## src/rtl/io_bus_arbiter.sv

```systemverilog
// io_bus_arbiter: shares the stage-2 I/O request port between the CPU core
// and an auxiliary master (debug loader / DMA). The core has fixed priority.
// The aux master takes idle slots, or a forced slot (core stalled for one
// cycle) once it has been starved for MAX_WAIT cycles. Stage-3 read data is
// routed back to the aux master using a one-cycle ownership tag. The slot
// after an aux write is never granted to aux (read-after-write gap).

module io_bus_arbiter #(
    parameter int unsigned MAX_WAIT = 15,
    parameter int unsigned WAIT_W   = $clog2(MAX_WAIT + 1)
) (
    input  logic        clk,
    input  logic        clk_en,
    input  logic        reset,

    // Core stage-2 request
    input  logic [15:0] core_addr,
    input  logic [15:0] core_wdata,
    input  logic        core_read_req,
    input  logic        core_write_req,
    output logic        core_stall,
    output logic [15:0] core_rdata,

    // Auxiliary master
    input  logic        aux_req,
    input  logic [15:0] aux_addr,
    input  logic [15:0] aux_wdata,
    input  logic        aux_write,
    output logic        aux_grant,
    output logic        aux_rvalid,
    output logic [15:0] aux_rdata,

    // I/O controller
    output logic [15:0] io_addr,
    output logic [15:0] io_wdata,
    output logic        io_read_req,
    output logic        io_write_req,
    input  logic [15:0] io_rdata
);

    localparam logic [WAIT_W-1:0] WaitMax = WAIT_W'(MAX_WAIT);
    localparam logic [WAIT_W-1:0] WaitOne = WAIT_W'(1);

    // Starvation counter and stage-3 ownership tags
    logic [WAIT_W-1:0] wait_cnt_q, wait_cnt_d;
    logic              aux_rd_q, aux_rd_d;
    logic              aux_wr_last_q, aux_wr_last_d;

    logic core_active;
    logic force_slot;
    logic aux_block;
    logic aux_go;

    assign core_active = core_read_req | core_write_req;
    assign force_slot  = (wait_cnt_q == WaitMax);
    // Slot right after a granted aux write is closed to aux, even when forced.
    assign aux_block   = aux_wr_last_q;

    // Grant decision: suppressed while the clock is disabled or in reset, so the
    // core always passes through in those cycles.
    assign aux_go = clk_en & ~reset & aux_req & ~aux_block & (~core_active | force_slot);

    assign aux_grant  = aux_go;
    assign core_stall = aux_go & core_active;

    // Stage-2 request mux: aux when granted, otherwise the (ungated) core
    always_comb begin
        io_addr      = core_addr;
        io_wdata     = core_wdata;
        io_read_req  = 1'b0;
        io_write_req = 1'b0;
        if (aux_go) begin
            io_addr      = aux_addr;
            io_wdata     = aux_wdata;
            io_read_req  = ~aux_write;
            io_write_req = aux_write;
        end else begin
            // core_stall is 0 here, so the core request goes through as-is.
            io_read_req  = core_read_req;
            io_write_req = core_write_req;
        end
    end

    // Stage-3 read-data routing; a pending tag is discarded by reset.
    assign aux_rvalid = aux_rd_q & clk_en & ~reset;
    assign aux_rdata  = io_rdata;
    assign core_rdata = io_rdata;

    // Next-state for starvation counter and ownership tags
    always_comb begin
        wait_cnt_d    = wait_cnt_q;
        aux_rd_d      = aux_go & ~aux_write;
        aux_wr_last_d = aux_go & aux_write;
        if (!aux_req || aux_go) begin
            wait_cnt_d = '0;
        end else if (aux_block) begin
            // Cycles lost to the read-after-write gap are not starvation.
            wait_cnt_d = wait_cnt_q;
        end else if (wait_cnt_q != WaitMax) begin
            wait_cnt_d = wait_cnt_q + WaitOne;
        end
    end

    // State registers: advance only on clk_en, synchronous reset
    always_ff @(posedge clk) begin
        if (clk_en) begin
            if (reset) begin
                wait_cnt_q    <= '0;
                aux_rd_q      <= 1'b0;
                aux_wr_last_q <= 1'b0;
            end else begin
                wait_cnt_q    <= wait_cnt_d;
                aux_rd_q      <= aux_rd_d;
                aux_wr_last_q <= aux_wr_last_d;
            end
        end
    end

endmodule

```

## config.mk

```make
export PLATFORM = sky130hd
export DESIGN_NAME = io_bus_arbiter
export DESIGN_NICKNAME = d
export VERILOG_FILES = /design/src/rtl/io_bus_arbiter.sv
export SDC_FILE = /design/constraint.sdc
export NUM_CORES = 1
export LEC_CHECK = 0
export CAP_MARGIN = 20
export CORE_AREA = 2 2 69 71
export CTS_CLUSTER_SIZE = 24
export DETAILED_ROUTE_END_ITERATION = 12
export DIE_AREA = 0 0 71 73
export GPL_TIMING_DRIVEN = 1
export PLACE_DENSITY = 0.84
export RECOVER_POWER = 100
export SETUP_SLACK_MARGIN = 0.05
export SLEW_MARGIN = 20
export SYNTH_ARGS = -nofsm -noshare
export SYNTH_HDL_FRONTEND = slang
export SYNTH_SLANG_ARGS = --single-unit
```

## constraint.sdc

```tcl
create_clock -name clk -period 5.2 [get_ports clk]
set_clock_uncertainty 0.15 [all_clocks]
set_input_delay 1.56 -clock clk [delete_from_list [all_inputs] [get_ports clk]]
set_output_delay 1.56 -clock clk [all_outputs]
set_load 0.01 [all_outputs]
```

==> results of run 1 <==
synth_stat cells:
master	number	area (um2)
inv_1	1	3.75
nor3b_2	1	12.5
and3_1	3	18.8
mux2_4	25	375
buf_6	1	11.3
nand3_1	2	10.0
mux2_2	7	78.8
buf_8	2	30.0
and3_4	1	11.3
nor2b_1	1	6.26
and2_1	1	6.26
inv_2	1	3.75
edfxtp_1	6	180
a32o_1	2	20.0
and4bb_2	1	12.5
o21ai_4	1	16.3
a21boi_0	1	7.51
nand2_1	4	15.0
nor2_1	4	15.0
xnor2_1	1	8.76
buf_4	32	240
ha_1	1	12.5
xor2_1	1	8.76
cell usage in the layout (no fill, tap or decap), drive strengths merged:
master and n:
a21boi 1, a32o 2, and2 1, and3 4, and4bb 1, buf 3, clkbuf 6, clkdlybuf4s50 71
dlygate4sd3 3, dlymetal6s2s 33, edfxtp 6, ha 1, inv 2, mux2 32, nand2 4, nand3 2
nor2 4, nor2b 1, nor3b 1, o21ai 1, xnor2 1, xor2 1
power by group through the flow:
stage	clock [mW]	sequential, mW	combinational (mW)
2_1_floorplan	0	0.0587	0.0652
3_3_place_gp	0	0.0590	0.127
3_5_place_dp	0	0.0593	0.128
4_1_cts	0.0688	0.0586	0.129
5_1_grt	0.0722	0.0589	0.131
6_report	0.0693	0.0585	0.123
repair_timing:
item,CTS,global route
endpoints found under the setup margin,21,32
gates resized for setup,1,34
gates cloned,0,1
setup buffers,0,0
registers in the layout, indices dropped and copies added (netlist names):
name	cells
aux_block	1
aux_rd_q	1
wait_cnt_q	4
area by class of cell:
class / instances / area [um2] / share of cell area
timing repair buffer: 113 / 1230 / 0.569
inverter: 2 / 7.51 / 0.00347
tap: 54 / 67.6 / 0.0313
multi-input combinational: 57 / 636 / 0.294
sequential: 6 / 180 / 0.0834
clock buffer: 3 / 41.3 / 0.0191
through the flow:
stage | power [mW] | std cells | worst slack, ns | instance area, um2 | utilization
after floorplan | 0.124 | 100 | 0.984 | 1100 | -
after global placement | 0.186 | 231 | 0.0335 | 2010 | 0.444
after detailed placement | 0.188 | 231 | 0.00945 | 2010 | 0.444
after CTS | 0.257 | 234 | 0.00318 | 2060 | 0.454
after global routing | 0.262 | 235 | 0.158 | 2160 | 0.476
final | 0.251 | 235 | 0.248 | 2160 | 0.476
metal layers:
metal  vias to the layer above  wire length, um  share of wire  global-route usage
li1                        484                -              -                   -
met4                         0               56          0.017              0.0398
met3                        11              453           0.14              0.0539
met5                         -                0              0                   0
met2                        88             1620           0.49               0.197
met1                       436             1200           0.36               0.137
worst max path at each step:
stage	end	slack (ns)	cells after the start
CTS	io_addr[8]	0.003	6
detailed placement	io_wdata[15]	0.009	6
global route	core_stall	0.16	5
floorplan	io_addr[12]	0.98	4
finish	core_stall	0.25	5
global placement	io_addr[6]	0.03	6
cell families (layout without fill, tap and decap cells):
logic type,count (synthesis),after routing
xor gates and xnor gates,2,2
adders and majority gates,1,1
buffers and inverters,37,118
DFF,6,6
and+or+nand+nor,18,18
muxes,32,32
AOI/OAI and AO/OA,4,4
==> impl_metrics.prom, run 1 <==
# TYPE chip_impl_metric gauge
chip_impl_metric{name="grt_max_degree",unit=""} 25
chip_impl_metric{name="power.ir.vdd_worst",unit="uV"} 112
chip_impl_metric{name="core.rowCount",unit=""} 25
chip_impl_metric{name="switching_power_as_a_share_of_total_power",unit=""} 0.216
chip_impl_metric{name="rrSetupSlack",unit="ns"} 3.06
chip_impl_metric{name="internal-power",unit="uW"} 197
chip_impl_info{name="hold-path-endpoint",value="wait_cnt_q[0]$_SDFFCE_PP0P_"} 1
chip_impl_metric{name="data_required_time_at_the_worst_endpoint",unit="ns"} 3.49
chip_impl_metric{name="yosys_register_bits",unit=""} 6
chip_impl_info{name="hold_start",value="wait_cnt_q[0]$_SDFFCE_PP0P_"} 1
chip_impl_metric{name="yosys.area_share.adder",unit=""} 0.0113
chip_impl_info{name="outcome",value="finished clean"} 1
chip_impl_metric{name="grt_antenna_before_repair",unit=""} 0
chip_impl_metric{name="cts_max_level",unit=""} 1
chip_impl_metric{name="endpoints_failing_setup",unit=""} 0
chip_impl_metric{name="gpl.final_weighted_congestion",unit=""} 0.766
chip_impl_metric{name="finalCriticalPeriod",unit="ns"} 4.95
chip_impl_metric{name="drv_slew",unit=""} 0
chip_impl_metric{name="syn_area",unit="mm2"} 0.00110
chip_impl_metric{name="count_of_synthesis_stage_warnings_from_yosys",unit=""} 0
chip_impl_info{name="setup.worst_path.end_class",value="output port"} 1
chip_impl_metric{name="share_seq_of_total_power",unit=""} 0.233
chip_impl_info{name="worst_r2r_endpoint",value="aux_block$_SDFFCE_PP0P_"} 1
chip_impl_metric{name="syn_to_final_growth",unit="%"} 95.6
chip_impl_metric{name="die-area",unit="mm2"} 0.00518
chip_impl_info{name="synth_top_family_by_area",value="multiplexers"} 1
chip_impl_metric{name="pin_slew_with_the_least_headroom_to_its_limit",unit="ns"} 0.590
chip_impl_metric{name="grt_pass1_wl",unit="mm"} 4.97
chip_impl_metric{name="holdWs",unit="ns"} 0.469
chip_impl_metric{name="port_buffers",unit=""} 107
chip_impl_metric{name="tns",unit="ns"} 0
chip_impl_metric{name="hpwl_after_detailed_placement",unit="mm"} 2.78
chip_impl_metric{name="drt_drc_violations_left",unit=""} 0
chip_impl_metric{name="drt_first_pass_iters",unit=""} 4
chip_impl_metric{name="switching_power",unit="uW"} 54.2
chip_impl_info{name="setup_repair_after_global_routing_missed_its_margin",value="no"} 1
chip_impl_metric{name="cts_hold_repair.buffers",unit=""} 0
chip_impl_info{name="critical_path.startpoint_type",value="input port"} 1
chip_impl_metric{name="pwrdens",unit="mW/mm2"} 116
chip_impl_info{name="worst_path_most_repeated_cell",value="dlygate4sd3_1"} 1
chip_impl_metric{name="combPwrFrac",unit=""} 0.491
chip_impl_metric{name="yosys.area_share.simple",unit=""} 0.0974
chip_impl_metric{name="reg_clk_slew_reported_paths",unit="ns"} 0.04
chip_impl_metric{name="die_w",unit="um"} 71
chip_impl_metric{name="wire_per_inst",unit="um"} 14.2
chip_impl_metric{name="hold_viol_final",unit=""} 0
chip_impl_metric{name="grt.total_usage",unit=""} 0.119
chip_impl_metric{name="critical_path_buf_inv_count",unit=""} 2
chip_impl_metric{name="timing.critical_path.slowest_cell_delay",unit="ns"} 0.61
chip_impl_metric{name="post_route_cells_drive_above_1_share",unit=""} 0.232
chip_impl_metric{name="worst-path-max-fanout",unit=""} 4
chip_impl_metric{name="final_net_count",unit=""} 271
chip_impl_metric{name="cp_data_arrival_time",unit="ns"} 3.24
chip_impl_metric{name="insertion_delay",unit="ns"} 0.22
chip_impl_metric{name="antenna-diode-count",unit=""} 0
chip_impl_metric{name="leakage",unit="nW"} 1.23
chip_impl_info{name="critical-path-slowest-cell",value="dlygate4sd3_1"} 1
chip_impl_info{name="r2r_start",value="wait_cnt_q[0]$_SDFFCE_PP0P_"} 1
chip_impl_metric{name="hold-path-cell-count",unit=""} 1
chip_impl_metric{name="dieHeight",unit="um"} 73
chip_impl_metric{name="synth_mux_area_frac",unit=""} 0.411
chip_impl_metric{name="achievable-frequency",unit="MHz"} 202
chip_impl_info{name="cpLargestDelayFamily",value="buffers and inverters"} 1
chip_impl_metric{name="grt_overflow_total",unit=""} 0
chip_impl_metric{name="maxCapViolCount",unit=""} 0
chip_impl_metric{name="cell_variety_after_synth",unit=""} 23
chip_impl_metric{name="syn_nets",unit=""} 188
chip_impl_metric{name="drt-total-wl",unit="mm"} 3.33
chip_impl_info{name="worstHoldPathType",value="flop to flop"} 1
chip_impl_info{name="crit_type",value="input port to output port"} 1
chip_impl_metric{name="slew_headroom",unit=""} 0.603
chip_impl_metric{name="synthXorXnorAreaFrac",unit=""} 0.0159
chip_impl_metric{name="clock_power_share",unit=""} 0.276
chip_impl_metric{name="initial_core_util",unit=""} 0.244
chip_impl_metric{name="core-area",unit="mm2"} 0.00454
chip_impl_metric{name="cts.path.max_buffers",unit=""} 2
chip_impl_metric{name="syn-mean-instance-area",unit="um2"} 11.0
chip_impl_metric{name="antenna_violating_nets_left",unit=""} 0
chip_impl_info{name="timing.critical_path.cells",value="dlygate4sd3_1, and4bb_1, nand2_1, nor2_1, dlygate4sd3_1"} 1
chip_impl_metric{name="fin_crit_share",unit=""} 0.952
chip_impl_metric{name="number_of_filler_cells_placed_in_the_layout",unit=""} 415
chip_impl_metric{name="drt_iter0_drc",unit=""} 12
chip_impl_metric{name="clock_sinks",unit=""} 6
chip_impl_info{name="cts_tree",value="done"} 1
chip_impl_info{name="launching_element_of_the_worst_setup_path",value="clk_en"} 1
chip_impl_metric{name="grt_pass1_vias",unit=""} 1004
chip_impl_metric{name="area_fraction_in_compound_gates_after_synthesis",unit=""} 0.0396
chip_impl_metric{name="io-pin-count",unit=""} 156
chip_impl_metric{name="vias",unit=""} 1019
chip_impl_metric{name="vias_per_cell",unit=""} 4.34
chip_impl_metric{name="ff2ff_path_depth",unit=""} 7
chip_impl_info{name="clockRootBuffer",value="clkbuf_8"} 1
chip_impl_metric{name="synth-seq-area-share",unit=""} 0.163
chip_impl_metric{name="netlist_instances",unit=""} 100
chip_impl_metric{name="cts-buffers-inserted",unit=""} 3
No activity file was read; power rests on OpenSTA's default activity.
==> run 2: changes to the inputs <==
--- a/config.mk
+++ b/config.mk
@@ -13,7 +13,7 @@
 export GPL_TIMING_DRIVEN = 1
 export PLACE_DENSITY = 0.84
 export RECOVER_POWER = 100
-export SETUP_SLACK_MARGIN = 0.05
+export SETUP_SLACK_MARGIN = 0.4
 export SLEW_MARGIN = 20
 export SYNTH_ARGS = -nofsm -noshare
 export SYNTH_HDL_FRONTEND = slang
==> run 2 against run 1 <==
  * Sequential share of layout area rose by 0.46 points
  * Sequential power barely moved
  * Clock-buffer cell count did not move
  * Non-clock buffer count rose by 4
  * Final area fell by 5.2%
  * Register-to-register slack got worse by 0.09 ns
  * Routed wire length rose by 1.4%
  * Combinational power fell by 6%
  * Critical endpoint is now io_addr[4]
  * Largest power group unchanged
  * Highest routed layer unchanged
==> impl_metrics.prom, run 2 (synthesized netlist as in run 1, its figures left out) <==
# TYPE chip_impl_metric gauge
chip_impl_metric{name="place_worst_setup_slack",unit="ns"} 0.00945
chip_impl_metric{name="grt.total_usage",unit=""} 0.127
chip_impl_metric{name="grt_max_degree",unit=""} 13
chip_impl_metric{name="cp_data_arrival_time",unit="ns"} 3.15
chip_impl_metric{name="power.ir.vdd_worst",unit="uV"} 112
chip_impl_info{name="outcome",value="finished clean"} 1
chip_impl_info{name="cts_tree",value="done"} 1
chip_impl_metric{name="ff2ff_path_depth",unit=""} 8
chip_impl_metric{name="syn_to_final_growth",unit="%"} 85.4
chip_impl_metric{name="number_of_filler_cells_placed_in_the_layout",unit=""} 433
chip_impl_metric{name="pin_slew_with_the_least_headroom_to_its_limit",unit="ns"} 0.591
chip_impl_metric{name="grt_pass1_wl",unit="mm"} 5.25
chip_impl_metric{name="holdWs",unit="ns"} 0.466
chip_impl_metric{name="die-area",unit="mm2"} 0.00518
chip_impl_metric{name="maxCapViolCount",unit=""} 0
chip_impl_metric{name="cts_hold_repair.buffers",unit=""} 0
chip_impl_metric{name="clock_power_share",unit=""} 0.284
chip_impl_metric{name="worst-path-max-fanout",unit=""} 12
chip_impl_metric{name="clock_sinks",unit=""} 6
chip_impl_info{name="crit_type",value="input port to output port"} 1
chip_impl_metric{name="grt_pass1_vias",unit=""} 1041
chip_impl_metric{name="fin_util",unit=""} 0.452
chip_impl_info{name="worstHoldPathType",value="flop to flop"} 1
chip_impl_metric{name="global_route_met3_utilization",unit=""} 0.0566
chip_impl_metric{name="dp_cells",unit=""} 231
chip_impl_metric{name="vias",unit=""} 1037
chip_impl_metric{name="multi_input_comb_area",unit="um2"} 612
chip_impl_metric{name="drt-total-wl",unit="mm"} 3.38
chip_impl_metric{name="drv_slew",unit=""} 0
chip_impl_metric{name="antenna_violating_nets_left",unit=""} 0
chip_impl_info{name="top_register_by_number_of_flip_flops",value="wait_cnt_q"} 1
chip_impl_metric{name="cts-buffers-inserted",unit=""} 3
chip_impl_info{name="critical_path.startpoint_type",value="input port"} 1
chip_impl_metric{name="dieHeight",unit="um"} 73
chip_impl_metric{name="tns",unit="ns"} 0
chip_impl_metric{name="drt_drc_violations_left",unit=""} 0
chip_impl_metric{name="switching_power",unit="uW"} 55.0
chip_impl_metric{name="post_route_cells_drive_above_1_share",unit=""} 0.259
chip_impl_metric{name="reg_clk_slew_reported_paths",unit="ns"} 0.04
chip_impl_metric{name="final-instance-count-excl-fill",unit=""} 239
chip_impl_metric{name="slew_headroom",unit=""} 0.603
chip_impl_info{name="setup_repair_after_global_routing_missed_its_margin",value="no"} 1
chip_impl_metric{name="seqCellArea",unit="um2"} 180
chip_impl_metric{name="largest_register_ffs",unit=""} 4
chip_impl_metric{name="data_required_time_at_the_worst_endpoint",unit="ns"} 3.49
chip_impl_metric{name="wire_per_inst",unit="um"} 14.1
chip_impl_metric{name="grt_overflow_total",unit=""} 0
chip_impl_metric{name="cts_max_level",unit=""} 1
chip_impl_metric{name="port_buffers",unit=""} 107
chip_impl_metric{name="stdcell_area",unit="mm2"} 0.00205
chip_impl_metric{name="switching_power_as_a_share_of_total_power",unit=""} 0.225
chip_impl_metric{name="achievable-frequency",unit="MHz"} 206
chip_impl_info{name="final_cell_mix",value="65 x clkdlybuf4s50_1, 18 x mux2_4, 12 x clkbuf_1"} 1
chip_impl_metric{name="gpl.final_weighted_congestion",unit=""} 0.766
chip_impl_metric{name="fin_crit_share",unit=""} 0.935
chip_impl_metric{name="cts.path.max_buffers",unit=""} 2
chip_impl_metric{name="final_net_count",unit=""} 275
chip_impl_metric{name="hpwl_after_detailed_placement",unit="mm"} 2.78
chip_impl_metric{name="core.rowCount",unit=""} 25
chip_impl_metric{name="hold-path-cell-count",unit=""} 1
chip_impl_info{name="clockRootBuffer",value="clkbuf_8"} 1
chip_impl_metric{name="vias_per_cell",unit=""} 4.34
chip_impl_metric{name="initial_core_util",unit=""} 0.244
chip_impl_metric{name="antenna-diode-count",unit=""} 0
chip_impl_info{name="setup.worst_path.end_class",value="output port"} 1
chip_impl_info{name="top_usage_layer",value="met2"} 1
chip_impl_metric{name="io-pin-count",unit=""} 156
chip_impl_metric{name="pwrdens",unit="mW/mm2"} 119
chip_impl_metric{name="core-area",unit="mm2"} 0.00454
chip_impl_metric{name="finalCriticalPeriod",unit="ns"} 4.86
chip_impl_metric{name="grt_antenna_before_repair",unit=""} 0
chip_impl_metric{name="share_seq_of_total_power",unit=""} 0.240
chip_impl_metric{name="leakage",unit="nW"} 0.918
chip_impl_metric{name="combPwrFrac",unit=""} 0.477
chip_impl_metric{name="tot_pwr",unit="uW"} 244
chip_impl_info{name="mostFrequentLayoutCell",value="clkdlybuf4s50_1"} 1
chip_impl_metric{name="endpoints_failing_setup",unit=""} 0
chip_impl_metric{name="placed_area",unit="mm2"} 0.00201
chip_impl_metric{name="insertion_delay",unit="ns"} 0.22
chip_impl_metric{name="globalRouteMet2Util",unit=""} 0.216
chip_impl_metric{name="setup_slack",unit="ns"} 0.336
chip_impl_metric{name="use_met1",unit=""} 0.144
chip_impl_metric{name="hold_viol_final",unit=""} 0
chip_impl_metric{name="drt_first_pass_iters",unit=""} 4
chip_impl_metric{name="internal-power",unit="uW"} 189
chip_impl_metric{name="die_w",unit="um"} 71
chip_impl_metric{name="drt_iter0_drc",unit=""} 16
-- run 2: cell types whose count changed in the layout (fill, tap and decap cells not counted), moves of 2 or more --
cell,delta
clkdlybuf4s50_1,-6
buf_2,+2
buf_6,+6
clkbuf_1,+10
mux2_1,+7
dlymetal6s2s_1,-33
clkdlybuf4s15_2,+2
dlygate4sd2_1,+11
clkdlybuf4s25_1,+9
mux2_4,-7
-- run 2: worst paths after layout --
path | from | to | slack (ns)
min reg2reg | wait_cnt_q[0]$_SDFFCE_PP0P_ | wait_cnt_q[0]$_SDFFCE_PP0P_ | 0.47
min | wait_cnt_q[0]$_SDFFCE_PP0P_ | wait_cnt_q[0]$_SDFFCE_PP0P_ | 0.47
max reg2reg | wait_cnt_q[0]$_SDFFCE_PP0P_ | aux_block$_SDFFCE_PP0P_ | 2.97
max | aux_req | io_addr[4] | 0.34
-- run 2: layout make-up --
cell class,instances,share of cell area
clock buffers,3,0.0202
inverters,2,0.00367
multi-input cells,57,0.299
flip-flops and latches,6,0.0880
well taps,54,0.0330
repair buffers,117,0.557
-- run 2: repair_timing --
action                                  CTS  global route
pin swaps                                 2             0
gates cloned                              3             0
endpoints found under the setup margin   36            18
gates resized for setup                 109             1
setup buffers                             2             0
-- run 2: per-layer routing --
metal  share of wire  up-vias
met5               0        -
met4           0.015        0
met3            0.14       10
met2            0.48       90
met1            0.36      442
li1                -      495
-- run 2: power groups by stage --
stage | clock [mW] | sequential, mW | combinational [mW]
final | 0.0693 | 0.0585 | 0.116
after global routing | 0.0722 | 0.0589 | 0.125
after CTS | 0.0688 | 0.0587 | 0.123
after detailed placement | 0 | 0.0593 | 0.128
after global placement | 0 | 0.0590 | 0.127
after floorplan | 0 | 0.0587 | 0.0652
-- run 2: critical path, cell delays in order --
cell	delay (ns)
dlygate4sd2_1	0.24
and4bb_1	0.27
o21ai_4	0.10
clkbuf_1	0.22
buf_16	0.19
mux2_4	0.30
clkdlybuf4s25_1	0.29
==> edit, RTL diff (flow settings as in run 2) <==
`MAX_WAIT`: 15 -> 30.
--- a/src/rtl/io_bus_arbiter.sv
+++ b/src/rtl/io_bus_arbiter.sv
@@ -7,5 +7,5 @@
 
 module io_bus_arbiter #(
-    parameter int unsigned MAX_WAIT = 15,
+    parameter int unsigned MAX_WAIT = 30,
     parameter int unsigned WAIT_W   = $clog2(MAX_WAIT + 1)
 ) (
Behaviour: same outputs for any inputs over 10 cycles, from zero or initial values and one cycle with reset high; that may be too few to reach the edited logic, so the function may still have changed.
==> edit against run 2 <==
Synthesized area up 6.0%. Power up 8.4%. Worst hold slack better by 0.018 ns. Sequential cell count up 1. Worst setup slack better by 0.0063 ns. Routed wire length up 3.3%. Final area up 5.7%. Synthesized cell count up 7.0%. Critical path type unchanged. Largest power group unchanged.
==> edit: results (changes against run 2) <==
metric,value,unit,change
comb_power,0.000123,W,was 0.000116 W
drt_iter0_markers,11,,was 16
synth_cell_type_count,21,,was 23
worstMarginPinSlew,0.3867,ns,was 0.5906 ns
pg_seq,0.0000686,W,was 0.0000585 W
clockBufferCount,4,,was 3
hpwl,2939,um,was 2779 um
drive_gt1_frac,0.2513,,was 0.2595
synth_compound_area_frac,0.03739,,was 0.03964
ir_worst_vdd,0.1065,mV,was 0.1120 mV
synth-xor-area-share,0.02244,,was 0.01586
ys_seq_area_frac,0.1795,,was 0.1631
powerClk,0.0000736,W,was 0.0000693 W
synthCells,107,,was 100
grt_pass1_wl,4974,um,was 5250 um
dp.cells,238,,was 231
signal_buffers,119,,was 117
nonClkBufAreaFrac,0.5390,,was 0.5565
grtUsageTotal,0.1226,,was 0.1273
slowest_stage,o21ai_0,,was mux2_4
hold_ws,0.4845,ns,was 0.4664 ns
status,"complete, no violations",,unchanged
via_per_inst,4.225,,was 4.339
regArea,210.2,um2,was 180.2 um2
p_per_area,122.3,mW/mm2,was 119.3 mW/mm2
r2r_cells,10,,was 8
preCtsSetupSlack,0.02708,ns,was 0.009449 ns
globalplace.congestion,0.6800,,was 0.7658
placed_cell_area,0.002086,mm2,was 0.002012 mm2
intPower,0.0002064,W,was 0.0001894 W
yosys-top-cells-area,"mux2_4 (37%), buf_4 (21%), edfxtp_1 (18%)",,"was mux2_4 (34%), buf_4 (22%), edfxtp_1 (16%)"
synthesis.nets,196,,was 188
crit_end,io_addr[11],,was io_addr[4]
grt_max_degree,10,,was 13
inv_count,4,,was 2
worstSetupStartpoint,core_write_req,,was aux_req
clk_share,0.02080,,was 0.02016
nets,285,,was 275
synth_edf_count,7,,was 6
p_leak,0.9787,nW,was 0.9179 nW
synthTopCellsByCount,"buf_4 (32), mux2_4 (29), edfxtp_1 (7)",,"was buf_4 (32), mux2_4 (25), mux2_2 (7)"
critical_path.max_fanout,6,,was 12
dr_total_vias,1052,,"was 1,037"
min_period,4.858,ns,was 4.864 ns
ys_seq_elements,7,,was 6
synth_adder_area_share,0.02137,,was 0.01133
edit: cell count changes after synthesis, moves of 2 or more:
cell,before,now
nor3_1,0,5
mux2_2,7,3
mux2_4,25,29
and3_1,3,0
inv_1,1,4
buf_6,1,3
buf_8,2,0
edit: per-layer routing:
layer | track usage | wire length [um] | vias to the layer above
met5 | 0 | 0 | -
met4 | 0.02516 | 20 | 0
met3 | 0.03867 | 373 | 2
met2 | 0.2409 | 1897 | 67
met1 | 0.1271 | 1197 | 463
li1 | - | - | 520
edit: timing repair:
action | 4_1_cts | 5_1_grt
gates resized for setup | 79 | 16
buffers inserted | 5 | 0
setup endpoints to repair | 36 | 25
pin swaps | 2 | 1
gates cloned | 2 | 0
edit: cell families after synthesis:
group / after synthesis
compound gates: 4
flops: 7
simple gates: 20
mux: 32
fa+ha+maj: 2
buf+inv: 39
xor+xnor: 3
